$ cat config.mk
export PLATFORM = sky130hd
export DESIGN_NAME = rst_seq_flat
export DESIGN_NICKNAME = d
export VERILOG_FILES = /design/src/rtl/rst_seq_if.sv /design/src/rtl/rst_seq.sv /design/src/flat_wrapper.sv
export SDC_FILE = /design/constraint.sdc
export NUM_CORES = 1
export LEC_CHECK = 0
export ABC_AREA = 1
export BUFFER_PORTS_ARGS = -buffer_cell sky130_fd_sc_hd__buf_2
export CAP_MARGIN = 10
export CELL_PAD_IN_SITES_DETAIL_PLACEMENT = 0
export CELL_PAD_IN_SITES_GLOBAL_PLACEMENT = 2
export CORE_UTILIZATION = 33
export CTS_CLUSTER_SIZE = 16
export DETAILED_ROUTE_END_ITERATION = 8
export GPL_TIMING_DRIVEN = 0
export MAX_ROUTING_LAYER = met4
export PLACE_DENSITY_LB_ADDON = 0.3
export SLEW_MARGIN = 20
export SYNTH_ARGS = -nofsm -noshare
export SYNTH_HDL_FRONTEND = slang
export SYNTH_SLANG_ARGS = --single-unit
$ cat constraint.sdc
create_clock -name clk_i -period 1.3 [get_ports clk_i]
set_input_delay 0 -clock clk_i [delete_from_list [all_inputs] [get_ports clk_i]]
set_output_delay 0 -clock clk_i [all_outputs]
set_load 0.01 [all_outputs]
$ cat src/rtl/rst_seq_if.sv
// Reset-sequencer signal bundle: asynchronous reset sources in, SoC reset and status out.
interface rst_seq_if;
  logic       pll_locked_i;
  logic       btn_rst_i;
  logic       sw_rst_req_i;
  logic       sys_arst_o;
  logic [1:0] rst_cause_o;
  logic       run_o;

  modport master (
    output pll_locked_i,
    output btn_rst_i,
    output sw_rst_req_i,
    input  sys_arst_o,
    input  rst_cause_o,
    input  run_o
  );

  modport slave (
    input  pll_locked_i,
    input  btn_rst_i,
    input  sw_rst_req_i,
    output sys_arst_o,
    output rst_cause_o,
    output run_o
  );
endinterface

$ cat src/rtl/rst_seq.sv
// SoC reset sequencer: waits for PLL lock, stretches reset release, and restarts on
// lock loss, a debounced push-button or a software request, recording the cause.
module rst_seq #(
  parameter int unsigned STRETCH_CYCLES  = 1024,
  parameter int unsigned DEBOUNCE_CYCLES = 65536
) (
  input  logic      clk_i,
  input  logic      arst_n_i,
  rst_seq_if.slave  bus
);

  typedef enum logic [1:0] {
    WAIT_LOCK = 2'b00,
    STRETCH   = 2'b01,
    RUN       = 2'b10,
    BTN_HOLD  = 2'b11
  } state_e;

  localparam logic [15:0] STRETCH_LAST = 16'(STRETCH_CYCLES - 1);
  // One bit wider than 20 so the full debounce range up to 2^20 is representable.
  localparam logic [20:0] DB_MAX       = 21'(DEBOUNCE_CYCLES);

  state_e      state_q, state_d;
  logic [15:0] cnt_q, cnt_d;
  logic [20:0] db_q, db_d;
  logic [1:0]  cause_q, cause_d;
  logic        lock_meta_q, lock_sync_q;
  logic        btn_meta_q, btn_sync_q;
  logic        sys_arst_q, run_q;
  logic        btn_stable_s;

  assign btn_stable_s = (db_q == DB_MAX);

  // Debounce counter: counts while the synchronized button is held, saturating.
  always_comb begin
    db_d = db_q;
    if (!btn_sync_q) begin
      db_d = 21'd0;
    end else if (db_q != DB_MAX) begin
      db_d = db_q + 21'd1;
    end else begin
      db_d = db_q;
    end
  end

  // Sequencer next-state, stretch counter and reset-cause logic.
  always_comb begin
    state_d = state_q;
    cnt_d   = cnt_q;
    cause_d = cause_q;
    case (state_q)
      WAIT_LOCK: begin
        cnt_d = 16'd0;
        if (lock_sync_q) state_d = STRETCH;
        else             state_d = WAIT_LOCK;
      end
      STRETCH: begin
        if (!lock_sync_q) begin
          state_d = WAIT_LOCK;
          cnt_d   = 16'd0;
        end else if (cnt_q == STRETCH_LAST) begin
          state_d = RUN;
          cnt_d   = 16'd0;
        end else begin
          cnt_d   = cnt_q + 16'd1;
        end
      end
      RUN: begin
        cnt_d = 16'd0;
        if (!lock_sync_q) begin
          state_d = WAIT_LOCK;
          cause_d = 2'd1;
        end else if (btn_stable_s) begin
          state_d = BTN_HOLD;
          cause_d = 2'd2;
        end else if (bus.sw_rst_req_i) begin
          state_d = STRETCH;
          cause_d = 2'd3;
        end else begin
          state_d = RUN;
        end
      end
      BTN_HOLD: begin
        cnt_d = 16'd0;
        if (!lock_sync_q)       state_d = WAIT_LOCK;
        else if (!btn_stable_s) state_d = STRETCH;
        else                    state_d = BTN_HOLD;
      end
      default: begin
        state_d = WAIT_LOCK;
        cnt_d   = 16'd0;
      end
    endcase
  end

  // State, counters, synchronizers and registered outputs.
  always_ff @(posedge clk_i or negedge arst_n_i) begin
    if (!arst_n_i) begin
      state_q     <= WAIT_LOCK;
      cnt_q       <= 16'd0;
      db_q        <= 21'd0;
      cause_q     <= 2'd0;
      lock_meta_q <= 1'b0;
      lock_sync_q <= 1'b0;
      btn_meta_q  <= 1'b0;
      btn_sync_q  <= 1'b0;
      sys_arst_q  <= 1'b1;
      run_q       <= 1'b0;
    end else begin
      state_q     <= state_d;
      cnt_q       <= cnt_d;
      db_q        <= db_d;
      cause_q     <= cause_d;
      lock_meta_q <= bus.pll_locked_i;
      lock_sync_q <= lock_meta_q;
      btn_meta_q  <= bus.btn_rst_i;
      btn_sync_q  <= btn_meta_q;
      // Taken from the next state so reset drops on the very edge RUN is entered.
      sys_arst_q  <= (state_d != RUN);
      run_q       <= (state_d == RUN);
    end
  end

  assign bus.sys_arst_o  = sys_arst_q;
  assign bus.run_o       = run_q;
  assign bus.rst_cause_o = cause_q;

endmodule

$ cat src/flat_wrapper.sv
// flat-port wrapper written by rule: the top's interface ports become plain ports
module rst_seq_flat 
#(
  parameter int unsigned STRETCH_CYCLES  = 1024,
  parameter int unsigned DEBOUNCE_CYCLES = 65536
)
  (clk_i, arst_n_i, bus_pll_locked_i, bus_btn_rst_i, bus_sw_rst_req_i, bus_sys_arst_o, bus_rst_cause_o, bus_run_o);
  rst_seq_if bus_i ();
  input  logic clk_i;
  input  logic arst_n_i;
  input wire logic [$bits(bus_i.pll_locked_i)-1:0] bus_pll_locked_i;
  input wire logic [$bits(bus_i.btn_rst_i)-1:0] bus_btn_rst_i;
  input wire logic [$bits(bus_i.sw_rst_req_i)-1:0] bus_sw_rst_req_i;
  output wire logic [$bits(bus_i.sys_arst_o)-1:0] bus_sys_arst_o;
  output wire logic [$bits(bus_i.rst_cause_o)-1:0] bus_rst_cause_o;
  output wire logic [$bits(bus_i.run_o)-1:0] bus_run_o;
  assign bus_i.pll_locked_i = bus_pll_locked_i;
  assign bus_i.btn_rst_i = bus_btn_rst_i;
  assign bus_i.sw_rst_req_i = bus_sw_rst_req_i;
  assign bus_sys_arst_o = bus_i.sys_arst_o;
  assign bus_rst_cause_o = bus_i.rst_cause_o;
  assign bus_run_o = bus_i.run_o;
  rst_seq #(.STRETCH_CYCLES(STRETCH_CYCLES), .DEBOUNCE_CYCLES(DEBOUNCE_CYCLES)) u_core (.clk_i(clk_i), .arst_n_i(arst_n_i), .bus(bus_i));
endmodule
Yosys cells after proc, flatten, opt, wreduce, memory -nomap -nowiden
Index checks and enable logic that the tools add are counted.
- output and inout port bits: 4
- register bits after elaboration: 47
- bits of input ports: 5
- logic and storage cells: 42
- reductions and logical operators: 3
- muxes and demuxes: 17
- add/subtract/negate cells: 2
- equality and inequality tests: 10
- operators by type and width (operator ; number):
    two-way mux 21 bit ; 2
    two-way mux 16 bit ; 2
    one-hot mux 16 bit (2 select lines) ; 1
    adder 21 x 1 -> 21 bit, second input constant ; 1
    equality test 21 x 17 -> 1 bit, second input constant ; 1
    inequality test 21 x 17 -> 1 bit, second input constant ; 1
    two-way mux 2 bit ; 10
    adder 16 x 1 -> 16 bit, second input constant ; 1
    equality test 16 x 10 -> 1 bit, second input constant ; 1
    one-hot mux 2 bit (4 select lines) ; 1
    equality test 2 bit, second input constant ; 3
    inequality test 2 bit, second input constant ; 2
    inequality test 3 bit, second input constant ; 1
    OR reduction 3 bit ; 1
    equality test 2 x 1 -> 1 bit, second input constant ; 1
    zero test 2 bit ; 1
    AND reduction 2 bit ; 1
    two-way mux 1 bit ; 1

Longest topological paths before layout
Gate-level depths: netlist of the first run.
- depth after elaboration: 5
- depth in mapped cells: 10
- depth with buffers taken out: 10

Worst setup path after synthesis of the first run
No wires, ideal clock.
- path type: register to register
- from: register u_core.cnt_q[0]
- to: register u_core.cnt_q[3]
- required time: 1.223 ns
- path buffers: 0
- slack: -0.084 ns
- arrival: 1.307 ns
- setup time: 0.077 ns
- period minus slack after synthesis: 1.384 ns
- cell stages (with the launch flop): 11
- cell sequence: dfrtp_1 -> ha_1 -> nand2_1 -> nor2_4 -> nand2_2 -> clkinv_1 -> nand2_2 -> nand2_4 -> inv_4 -> o21ai_1 -> a21oi_1
- cells in the longest elaborated chain, start to end: 4
- elaborated cells on any way between the ends: 5
- those cells by class: add/sub (1); eq/ne (1); mux (3)
- RTL lines (item ; RTL line ; source):
    from (decl) ; rst_seq.sv:24 ; logic [15:0] cnt_q, cnt_d;
    from (signal assigned) ; rst_seq.sv:111 ; cnt_q <= cnt_d;
    adder 16 x 1 -> 16 bit or equality test 16 x 10 -> 1 bit (tied branches) ; rst_seq.sv:65, rst_seq.sv:61 ;
    two-way mux 16 bit * ; rst_seq.sv:61 ; end else if (cnt_q == STRETCH_LAST) begin
    two-way mux 16 bit * ; rst_seq.sv:58 ; if (!lock_sync_q) begin
    one-hot mux 16 bit (2 select lines) * ; rst_seq.sv:51 ; case (state_q)
    net u_core.cnt_d[3] ; rst_seq.sv:24 ;
Mark *: on every way through the listed nets, which the timed path passes. The rest lies on a longest branch.
A chain may end at the register's enable or synchronous reset.

Final worst setup path of the first run
- from: register u_core.db_q[0]
- to: register u_core.run_q (netlist: u_core.bus.run_o)
- cells in the longest elaborated chain, start to end: 5
- elaborated cells on any way between the ends: 7
- those cells by class: eq/ne (2); mux (5)
- RTL lines (item ; RTL line ; source):
    from (decl) ; rst_seq.sv:25 ; logic [20:0] db_q, db_d;
    from (signal assigned) ; rst_seq.sv:101 ; db_q <= 21'd0;
    from (signal assigned) ; rst_seq.sv:112 ; db_q <= db_d;
    equality test 21 x 17 -> 1 bit * ; rst_seq.sv:32 ; assign btn_stable_s = (db_q == DB_MAX);
    two-way mux 2 bit (on tied branches) ; rst_seq.sv:73, rst_seq.sv:86 ;
    two-way mux 2 bit (on tied branches) ; rst_seq.sv:70, rst_seq.sv:85 ;
    one-hot mux 2 bit (4 select lines) * ; rst_seq.sv:51 ;
    equality test 2 bit * ; rst_seq.sv:120 ; run_q <= (state_d == RUN);
    to (signal assigned) ; rst_seq.sv:120 ;
    to (decl) ; rst_seq.sv:29 ; logic sys_arst_q, run_q;
Mark *: on every way between the ends. The rest lies on a longest branch, timed or not.

==> impl_results.md, run 1 <==
- Outcome: complete, but fails checks
- Violated checks: setup timing
- Share of the clock period used by the worst path: 110%
- Maximum clock path buffer count: 2
- Design Area, Final: 3490 µm²
- Worst reg2reg path startpoint: u_core.db_q[0]
- Port bufs: 8
- Slowest cell delay on critical path: around 0.45 ns
- Mean instance size in the synthesized netlist: between 7 and 8 µm²
- Routability cong.: about 0.77
- Post-route core utilization: ~47%
- Height of the die: between 90 and 100 µm
- Sequential standard cell area: about 1200 µm²
- Number of fillers in the final layout: slightly above 700
- Number of distinct library cells after synthesis: 34
- Initial standard-cell utilization of the core: 34.8%
- Worst hold stages: 5
- Tightest Pin Transition: approximately 0.63 ns
- Commonest cells after routing, fill and taps aside: nand2_1 (56), nor2_1 (39), inv_1 (32), dfrtp_1 (32), buf_4 (23)
- Total number of yosys warnings: 0
- Worst hold path endpoint: u_core.bus.rst_cause_o[0]
- Clock net sink count: between 40 and 50
- Die outline area: between 8000 and 9000 µm²
- Antenna diode count: 0
- Share of synthesized cell area in full adder, half adder and majority cells: around 1.5%
- Clock tree from TritonCTS: yes
- Final-report setup violation count: 32
- Core region area: 7410 µm²
- Number of global-route vias before repair: about 2.1k
- Maximum capacitance violations: 0
- Largest vdd supply drop: about 0.00091 V
- Top area cells in the synthesized netlist: dfrtp_1 (45%), nand2_1 (10%), nor2_1 (7.4%)
- Hold Slack: ~0.044 ns
- Area delta synth->final: 35.7%
- Die X-Extent: between 90 and 100 µm
- Fraction of final layout cells sized beyond drive strength 1: 41.5%
- Global-route usage over all layers: between 10% and 20%
- Post-synthesis cell count: about 330
- Wire length of the first global-routing pass: roughly 10000 µm
- Overflow after GRT: 0
- CP Data Arrival Time: roughly 1.6 ns
- Met3 usage: under 10%
- Critical path peak fanout: 7
- Post-CTS clock slew at the launch and capture registers of the worst setup and hold paths: about 0.1 ns
- Startpoint types: flop
- Largest family of logic cells by synthesized area: simple AND/OR/NAND/NOR gates
- Number of buffers and inverters on the critical path: 1
- Pwr per Cell Area: 950 nW/µm²
- Hold Crit Class: primary input to flop
- Clock latency at the later pin of the worst-skew pair: roughly 0.31 ns
- Multiplexer share of the synthesized area: 0%
- Row count: 31
- Setup repair after global routing missed its margin: yes
- Sum of negative setup slack: -2.17 ns
- Worst max-slew margin expressed relative to the limit: between 50 and 60%
- Max-slew violation total from the final report: 0
- Met1 track utilization from global routing: between 20% and 30%
- Pre-CTS WS: -0.283 ns
- CP Data Required Time: between 1.5 and 2 ns
- Min setup slack post-route: -0.133 ns
- Slack of the worst reg-to-reg path: -0.13 ns
- Highest achievable clock rate: 698 MHz
- Cell at the root of the clock tree: clkbuf_8
- Count of final hold-check violations: 0
- Kind of cell with the highest combined delay on the critical path: simple AND/OR/NAND/NOR gates
- Xor and xnor area share after synthesis: 1.02%
- Cell with the largest stage delay on the worst path: dfrtp_2
- Worst Setup Path Type: flop to flop
- Most Frequent Cell on Critical Path: nand2_1
- Met2 track demand over resource in global routing: 24.2%
- Placed cells: 438
- Vias/cell: around 4.7
- Number of nets in the synthesized netlist: around 340
- Antenna violation net count after detailed routing: 0
- Cells traversed along the worst timing path: inv_2 > ha_4 > nand2_4 > nor2_4 > nand3_4 > nand3_2 > nand2_1 > nand2_1 > nor2_2
- Post-DR wirelength/cell: around 13 µm
- Area taken by multi-input logic gates: 1580 µm²
- Placement-stage cell area: 2750 µm²
- Synthesized area: approximately 2600 µm²
- FF-to-FF End: u_core.bus.run_o
- Largest net degree at the start of global routing: 48
- Synth Area in Compound Gates: around 8.8%
- Final WL: 6200 µm
- Total of flip-flops plus latches after synthesis: 47
- Layout Nets: approximately 380
- Router iterations before antenna repair: 4
- Most frequent standard cell in the layout excluding fill and tap cells: nand2_1
- Critical Path Sink Type: flop
- Worst reg-to-reg path cell count: 9
- Setup Skew: 0.00918 ns
- Number of ports placed on the die boundary: 9
- CTS H-Tree Depth: 2
- Count of unresolved DRC violations after routing: 0
- Post-synthesis share of cell area spent on and, or, nand and nor gates: between 30 and 40%
- Detailed placer's ending HPWL: between 4000 and 5000 µm
- GRT Max-Usage Layer: met2
- Cell Count, Final, Fillers Out: roughly 480
- Minimum clock period: ~1.4 ns
- Number of antenna violations at the first check in global routing: 0
- Total Power Consumption: 3.32 mW
- Dominant cell type by area after synthesis: dfrtp_1
- Detailed router's first-iteration violation count: 86
- DR vias: ~2.2k
- Sequential share of the synthesized area: between 40% and 50%
- Number of buffers inserted during clock tree synthesis: 5
- P_leak: around 1.5 nW
- Top-area cell type share of the netlist area: 44.7%
- Source of the worst hold timing path: bus_sw_rst_req_i
==> kinds of logic after synthesis <==
group | count (synthesis)
and+or+nand+nor | 189
buffers and inverters | 47
DFF | 47
AOI/OAI and AO/OA | 42
xor gates and xnor gates | 3
adders and majority gates | 3
==> per-layer routing <==
layer | share of wire (%) | wire length [µm]
met4 | 1.3 | 82
met3 | 2.2 | 134
met5 | 0 | 0
met2 | 48 | 3000
met1 | 48 | 2980
==> worst min-delay path, cell delays in order <==
cell	delay, ns
buf_2	0.10
nand2_1	0.07
nand2_1	0.05
nand2_1	0.04
nand2_1	0.06
==> Yosys cell counts (all sizes together) <==
library cell,count
xor2,3
ha,3
nor2,62
nor3b,2
a31oi,1
dfstp,1
dfrtp,46
a21oi,23
nand4,5
o22ai,1
nand2,75
clkinv,1
clkbuf,1
nand3,30
nand3b,2
nor3,13
o21ai,13
a21boi,1
o21bai,3
buf,1
inv,44
==> report_power, final <==
group	switching (mW)	internal, mW
clock	0.560	0.584
combinational	0.313	0.258
sequential	0.0809	1.52
total	0.954	2.36
==> what timing repair did <==
item                                    CTS  global route
endpoints found under the setup margin   33            39
gates resized for setup                  38            84
hold endpoints to repair                 48             0
setup buffers                             8            18
pin swaps                                19            31
hold buffers                              3             0
==> worst max path at each step <==
| stage | start | endpoint | slack (ns) | cells after the start |
|---|---|---|---|---|
| global placement | u_core.cnt_q[0] | u_core.state_q[0] | -0.28 | 10 |
| detailed placement | u_core.cnt_q[0] | u_core.state_q[0] | -0.28 | 10 |
| floorplan | u_core.cnt_q[0] | u_core.state_q[0] | -0.06 | 10 |
| CTS | u_core.cnt_q[1] | u_core.state_q[0] | -0.14 | 10 |
| global route | u_core.db_q[18] | u_core.bus.rst_cause_o[0] | -0.22 | 8 |
| finish | u_core.db_q[0] | u_core.bus.run_o | -0.13 | 9 |
==> registers in the layout (all words and copies together), names as in the netlist <==
register / count
u_core.bus.rst_cause_o: 2
u_core.btn_meta_q: 1
u_core.state_q: 2
u_core.bus.run_o: 1
u_core.lock_meta_q: 1
u_core.db_q: 21
u_core.btn_sync_q: 1
u_core.cnt_q: 16
u_core.bus.sys_arst_o: 1
u_core.lock_sync_q: 1
==> layout make-up <==
type | instances | area share [%]
multi-input combinational | 237 | 45.2
sequential | 47 | 34.2
timing repair buffer | 37 | 8.20
inverter | 45 | 5.16
tap | 99 | 3.55
clock buffer | 5 | 1.97
clock inverter | 3 | 1.36
buffer | 2 | 0.358
No activity file was read; power rests on OpenSTA's default activity.
==> run 2: changes to the inputs <==
--- a/config.mk
+++ b/config.mk
@@ -10,7 +10,7 @@
 export CAP_MARGIN = 10
 export CELL_PAD_IN_SITES_DETAIL_PLACEMENT = 0
 export CELL_PAD_IN_SITES_GLOBAL_PLACEMENT = 2
-export CORE_UTILIZATION = 33
+export CORE_UTILIZATION = 37
 export CTS_CLUSTER_SIZE = 16
 export DETAILED_ROUTE_END_ITERATION = 8
 export GPL_TIMING_DRIVEN = 0
==> constraint.sdc (replaced) <==
create_clock -name clk_i -period 1.6 [get_ports clk_i]
set_input_delay 0 -clock clk_i [delete_from_list [all_inputs] [get_ports clk_i]]
set_output_delay 0 -clock clk_i [all_outputs]
set_load 0.01 [all_outputs]
==> run 2 against run 1 <==
Compared with the run above: the flow now finishes without violations; non-clock buffer count down 21; total power is 25% lower; sequential cell count stayed put; design area is 16% lower; critical endpoint is now u_core.db_q[20]; highest routed layer unchanged.
==> impl_results.md, run 2 (synthesized netlist as in run 1, its figures left out) <==
- DR vias: 2104 (was 2245)
- Die outline area: 7300 µm² (was 8160 µm²)
- Reg with most FFs: u_core.db_q (unchanged)
- Cell with the largest stage delay on the worst path: dfrtp_1 (was dfrtp_2)
- Slowest cell delay on critical path: 0.43 ns (was 0.45 ns)
- Min setup slack post-route: 0.107 ns (was -0.133 ns)
- Regs by FF count: u_core.db_q: 21 flops, u_core.cnt_q: 16 flops (unchanged)
- Count of unresolved DRC violations after routing: 0 (unchanged)
- Worst max-slew margin expressed relative to the limit: 59.0% (was 58.1%)
- Fraction of final layout cells sized beyond drive strength 1: 17.5% (was 41.5%)
- Post-CTS clock slew at the launch and capture registers of the worst setup and hold paths: 0.10 ns (about the same)
- Detailed router's first-iteration violation count: 83 (was 86)
- Setup Skew: 0.0121 ns (was 0.00918 ns)
- Detailed placer's ending HPWL: 3940 µm (was 4070 µm)
- Vias/cell: 4.84 (was 4.73)
- Critical path peak fanout: 4 (was 7)
- Cell at the root of the clock tree: clkbuf_8 (unchanged)
- Max-slew violation total from the final report: 0 (unchanged)
- CP Data Required Time: 1.80 ns (was 1.51 ns)
- Final WL: 5390 µm (was 6200 µm)
- Largest vdd supply drop: 0.000519 V (was 0.000906 V)
- Area delta synth->final: 13.9% (was 35.7%)
- Setup repair after global routing missed its margin: yes (unchanged)
- Router iterations before antenna repair: 4 (unchanged)
- Number of antenna violations at the first check in global routing: 0 (unchanged)
- Tightest Pin Transition: 0.614 ns (was 0.628 ns)
- CP Data Arrival Time: 1.69 ns (was 1.64 ns)
- Number of ports placed on the die boundary: 9 (unchanged)
- Startpoint types: flop (unchanged)
- Largest net degree at the start of global routing: 48 (unchanged)
- Most frequent standard cell in the layout excluding fill and tap cells: nand2_1 (unchanged)
- Cell Count, Final, Fillers Out: 435 (was 475)
- Maximum clock path buffer count: 2 (unchanged)
- Antenna diode count: 0 (unchanged)
- CTS H-Tree Depth: 2 (unchanged)
- Final-report setup violation count: 0 (was 32)
- Clock tree from TritonCTS: yes (unchanged)
- Hold Crit Class: primary input to flop (unchanged)
- Height of the die: 85.4 µm (was 90.3 µm)
- Placed cells: 419 (was 438)
- Worst Setup Path Type: flop to flop (unchanged)
- Antenna violation net count after detailed routing: 0 (unchanged)
- Layout Nets: 362 (was 383)
- Number of flip-flops under the largest register name: 21 (unchanged)
- Wire length of the first global-routing pass: 9280 µm (was 9910 µm)
- Cells traversed along the worst timing path: ha_2 > nand3_2 > nor2_4 > inv_1 > nor2_2 > nand3_1 > nor3b_2 (was inv_2 > ha_4 > nand2_4 > nor2_4 > nand3_4 > nand3_2 > nand2_1 > nand2_1 > nor2_2)
- Row count: 30 (was 31)
- Outcome: finished, final reports clean (was complete, but fails checks)
- Clock net sink count: 47 (unchanged)
- Commonest cells after routing, fill and taps aside: nand2_1 (69), nor2_1 (48), dfrtp_1 (46) (was nand2_1 (56), nor2_1 (39), inv_1 (32), dfrtp_1 (32), buf_4 (23))
- Routability cong.: 0.764 (was 0.770)
- Kind of cell with the highest combined delay on the critical path: simple AND/OR/NAND/NOR gates (unchanged)
- Highest achievable clock rate: 670 MHz (was 698 MHz)
- Pre-CTS WS: -0.00473 ns (was -0.283 ns)
- Clock latency at the later pin of the worst-skew pair: 0.31 ns (about the same)
- Core region area: 6760 µm² (was 7410 µm²)
- Port bufs: 8 (unchanged)
- Post-DR wirelength/cell: 12.4 µm (was 13.1 µm)
- Minimum clock period: 1.49 ns (was 1.43 ns)
- Critical Path Sink Type: flop (unchanged)
- Global-route usage over all layers: 16.7% (was 15.6%)
- P_leak: 1.27 nW (was 1.50 nW)
- Pwr per Cell Area: 849 nW/µm² (was 950 nW/µm²)
- Maximum capacitance violations: 0 (unchanged)
- Post-route core utilization: 43.4% (was 47.2%)
- Number of global-route vias before repair: 1981 (was 2079)
- Initial standard-cell utilization of the core: 38.1% (was 34.8%)
- Overflow after GRT: 0 (unchanged)
- Die X-Extent: 85.4 µm (was 90.3 µm)
- Number of buffers inserted during clock tree synthesis: 5 (unchanged)
- Number of buffers and inverters on the critical path: 1 (unchanged)
- Count of final hold-check violations: 0 (unchanged)
- Share of the clock period used by the worst path: 93.3% (was 110%)
- Hold Slack: 0.0453 ns (was 0.0442 ns)
[run 2: metal layers]
metal	wire length [µm]	vias up	share of wire, %	track usage (%)
li1	-	1112	-	-
met1	2790	962	52	23.7
met2	2380	24	44	24.0
met3	135	6	2.5	2.92
met4	85	0	1.6	5.45
met5	0	-	0	-
[run 2: timing repair]
item	4_1_cts	5_1_grt
resized for setup	0	10
buffers inserted	2	3
setup endpoints to repair	1	18
hold endpoints to repair	48	0
hold buffers	3	0
pin swaps	0	3
[run 2: report_power, final]
group          total [mW]  switching (mW)  internal [mW]
logic               0.288           0.176          0.113
clock network       0.929           0.455          0.475
registers            1.27          0.0448           1.23
total                2.49           0.675           1.82
[run 2: area by class of cell]
cell class	instances	area, µm²
flip-flops and latches	47	1180
repair buffers	16	110
well taps	80	100
multi-input cells	237	1250
clock buffers	5	68.8
clock inverters	3	47.5
fillers	686	3820
plain buffers	2	11.3
inverters	45	171
[run 2: worst paths after layout]
check	start	endpoint	slack [ns]	depth (start not counted)
worst max register to register	u_core.db_q[1]	u_core.db_q[20]	0.11	7
max in group asynchronous	arst_n_i	u_core.db_q[19]	0.94	2
worst min register to register	u_core.lock_meta_q	u_core.lock_sync_q	0.36	0
worst min-delay path	bus_sw_rst_req_i	u_core.bus.rst_cause_o[0]	0.05	5
worst max-delay path	u_core.db_q[1]	u_core.db_q[20]	0.11	7
min in group asynchronous	arst_n_i	u_core.cnt_q[3]	0.24	2
[run 2: worst register-to-register path, cell delays in order (launching register included)]
cell and delay, ns:
dfrtp_1 0.43, ha_2 0.23, nand3_2 0.11, nor2_4 0.18, inv_1 0.07, nor2_2 0.14, nand3_1 0.08, nor3b_2 0.15
[run 2: metrics by stage]
stage	TNS, ns	instance area, µm²	power (mW)
4_1_cts	0	2880	2.50
2_1_floorplan	0	2570	1.47
6_report	0	2930	2.49
5_1_grt	-0.0345	2930	2.62
3_5_place_dp	-0.00473	2720	1.55
3_3_place_gp	-0.00286	2720	1.55
==> run 3: changes to the inputs <==
==> constraint.sdc (replaced) <==
create_clock -name clk_i -period 1.6 [get_ports clk_i]
set_input_delay 0.16 -clock clk_i [delete_from_list [all_inputs] [get_ports clk_i]]
set_output_delay 0.16 -clock clk_i [all_outputs]
set_load 0.01 [all_outputs]
==> run 3 against run 2 <==
Compared with the run above: sequential power about the same; clock skew about the same; sequential cell count unchanged; total power about the same; first-iteration DRC count down 3.6%; critical endpoint unchanged; largest power group unchanged.
==> impl_results.md, run 3 (synthesized netlist as in run 1, its figures left out) <==
- Outcome: finished, final reports clean (unchanged)
- Switching power summed over all nets: 0.674 mW (was 0.675 mW)
- Router iterations before antenna repair: 4 (unchanged)
- Port bufs: 8 (unchanged)
- Post-route core utilization: 43.4% (unchanged)
- Critical Path Sink Type: flop (unchanged)
- Worst max-slew margin expressed relative to the limit: 58.9% (was 59.0%)
- Most frequent standard cell in the layout excluding fill and tap cells: nand2_1 (unchanged)
- Detailed router's first-iteration violation count: 80 (was 83)
- Number of flip-flops under the largest register name: 21 (unchanged)
- Clock net sink count: 47 (unchanged)
- Reg with most FFs: u_core.db_q (unchanged)
- Final WL: 5380 µm (was 5390 µm)
- Height of the die: 85.4 µm (unchanged)
- Slack of the worst reg-to-reg path: 0.11 ns (about the same)
- Layout Nets: 362 (unchanged)
- Placement-stage cell area: 2720 µm² (unchanged)
- Post-CTS clock slew at the launch and capture registers of the worst setup and hold paths: 0.10 ns (about the same)
- Clock tree from TritonCTS: yes (unchanged)
- Highest achievable clock rate: 670 MHz (about the same)
- Die X-Extent: 85.4 µm (unchanged)
- Number of ports placed on the die boundary: 9 (unchanged)
- Post-DR wirelength/cell: 12.4 µm (about the same)
- First element of the critical path: u_core.db_q[1] (unchanged)
- Fraction of final layout cells sized beyond drive strength 1: 17.5% (unchanged)
- Worst reg-to-reg path cell count: 7 (unchanged)
- Core region area: 6760 µm² (unchanged)
- Overflow after GRT: 0 (unchanged)
- Antenna violation net count after detailed routing: 0 (unchanged)
- Hold Crit Class: primary input to flop (unchanged)
- Die outline area: 7300 µm² (unchanged)
- Wire length of the first global-routing pass: 9280 µm (unchanged)
- Count of final hold-check violations: 0 (unchanged)
- Detailed placer's ending HPWL: 3940 µm (unchanged)
- FF-to-FF End: u_core.db_q[20] (unchanged)
- Worst setup path endpoint: u_core.db_q[20] (unchanged)
- Count of unresolved DRC violations after routing: 0 (unchanged)
- Pwr per Cell Area: 849 nW/µm² (about the same)
- Number of fillers in the final layout: 686 (unchanged)
- Source of the worst hold timing path: bus_sw_rst_req_i (unchanged)
- Minimum clock period: 1.49 ns (about the same)
- Worst Setup Path Type: flop to flop (unchanged)
- CTS H-Tree Depth: 2 (unchanged)
- Commonest cells after routing, fill and taps aside: nand2_1 (69), nor2_1 (48), dfrtp_1 (46) (unchanged)
- Area delta synth->final: 13.9% (unchanged)
- Initial standard-cell utilization of the core: 38.1% (unchanged)
- CP Data Arrival Time: 1.69 ns (about the same)
- Largest net degree at the start of global routing: 48 (unchanged)
- Placed cells: 419 (unchanged)
- Max-slew violation total from the final report: 0 (unchanged)
- Startpoint types: flop (unchanged)
- Cell at the root of the clock tree: clkbuf_8 (unchanged)
- Setup repair after global routing missed its margin: yes (unchanged)
- CP Data Required Time: 1.80 ns (about the same)
- Vias/cell: 4.83 (was 4.84)
- Sequential standard cell area: 1180 µm² (unchanged)
- Number of global-route vias before repair: 1981 (unchanged)
- Critical path peak fanout: 4 (unchanged)
- Antenna diode count: 0 (unchanged)
- DR vias: 2100 (was 2104)
- Maximum clock path buffer count: 2 (unchanged)
- Global-route usage over all layers: 16.7% (unchanged)
- Largest vdd supply drop: 0.000519 V (about the same)
- Row count: 30 (unchanged)
- Number of buffers inserted during clock tree synthesis: 5 (unchanged)
- Internal Pwr Total: 1.82 mW (about the same)
- Cell Count, Final, Fillers Out: 435 (unchanged)
- Clock latency at the later pin of the worst-skew pair: 0.31 ns (about the same)
- P_leak: 1.27 nW (unchanged)
- Sequential group share of total power: 51.2% (was 51.1%)
- Tightest Pin Transition: 0.616 ns (was 0.614 ns)
- Final-report setup violation count: 0 (unchanged)
- Routability cong.: 0.764 (unchanged)
- Number of antenna violations at the first check in global routing: 0 (unchanged)
- Total Power Consumption: 2.49 mW (about the same)
- Net switching share of the total power: 27.1% (about the same)
- Pre-CTS WS: -0.00473 ns (unchanged)
- Area taken by multi-input logic gates: 1250 µm² (unchanged)
- Worst reg2reg path startpoint: u_core.db_q[1] (unchanged)
- Gate power share: 11.6% (about the same)
- Min setup slack post-route: 0.108 ns (was 0.107 ns)
- Regs by FF count: u_core.db_q: 21 flops, u_core.cnt_q: 16 flops (unchanged)
- Share of the clock period used by the worst path: 93.3% (about the same)
- Clock share of power: 37.3% (about the same)
- Setup Skew: 0.0120 ns (was 0.0121 ns)
- Design Area, Final: 2930 µm² (unchanged)
- Maximum capacitance violations: 0 (unchanged)
## run 3: repair_timing
action / CTS / global route
hold buffers: 2 / 1
endpoints found under the hold margin: 2 / 46
setup buffers: 2 / 3
resized for setup: 0 / 10
setup endpoints to repair: 1 / 18
pin swaps: 0 / 3
## run 3: through the flow
stage / setup TNS (ns) / hold WS [ns]
global placement: -0.00286 / 0.269
finish: 0 / 0.205
detailed placement: -0.00473 / 0.270
global route: -0.0345 / 0.212
floorplan: 0 / -0.136
CTS: 0 / 0.0906
## run 3: worst max-delay path, cell delays in order, from the launching register on
cell,delay [ns]
dfrtp_1,0.43
ha_2,0.23
nand3_2,0.11
nor2_4,0.18
inv_1,0.07
nor2_2,0.14
nand3_1,0.08
nor3b_2,0.15
## run 3: per-layer routing
metal / GRT usage, % / wire [µm] / part of all wire (%)
met5: - / 0 / 0
met4: 5.45 / 85 / 1.6
met3: 2.92 / 130 / 2.4
met2: 24.0 / 2370 / 44
met1: 23.7 / 2800 / 52
## run 3: power groups by stage
stage / Sequential, mW / Clock (mW) / Combinational, mW
2_1_floorplan: 1.29 / 0 / 0.182
3_3_place_gp: 1.30 / 0 / 0.251
3_5_place_dp: 1.30 / 0 / 0.252
4_1_cts: 1.28 / 0.958 / 0.265
5_1_grt: 1.28 / 1.00 / 0.338
6_report: 1.27 / 0.928 / 0.288
## run 3: layout make-up
cell class	count	area share, %
flip-flops and latches	47	40.1
clock buffers	5	2.35
multi-input cells	237	42.5
well taps	80	3.41
inverters	45	5.84
repair buffers	16	3.75
clock inverters	3	1.62
plain buffers	2	0.384
## run 3: how the worst min path moves through the flow
stage	to	slack [ns]	depth (start not counted)
3_3_place_gp	u_core.btn_meta_q	0.27	1
2_1_floorplan	u_core.btn_meta_q	-0.14	0
5_1_grt	u_core.state_q[1]	0.21	4
6_report	u_core.bus.rst_cause_o[0]	0.21	5
3_5_place_dp	u_core.lock_meta_q	0.27	1
4_1_cts	u_core.cnt_q[3]	0.09	1
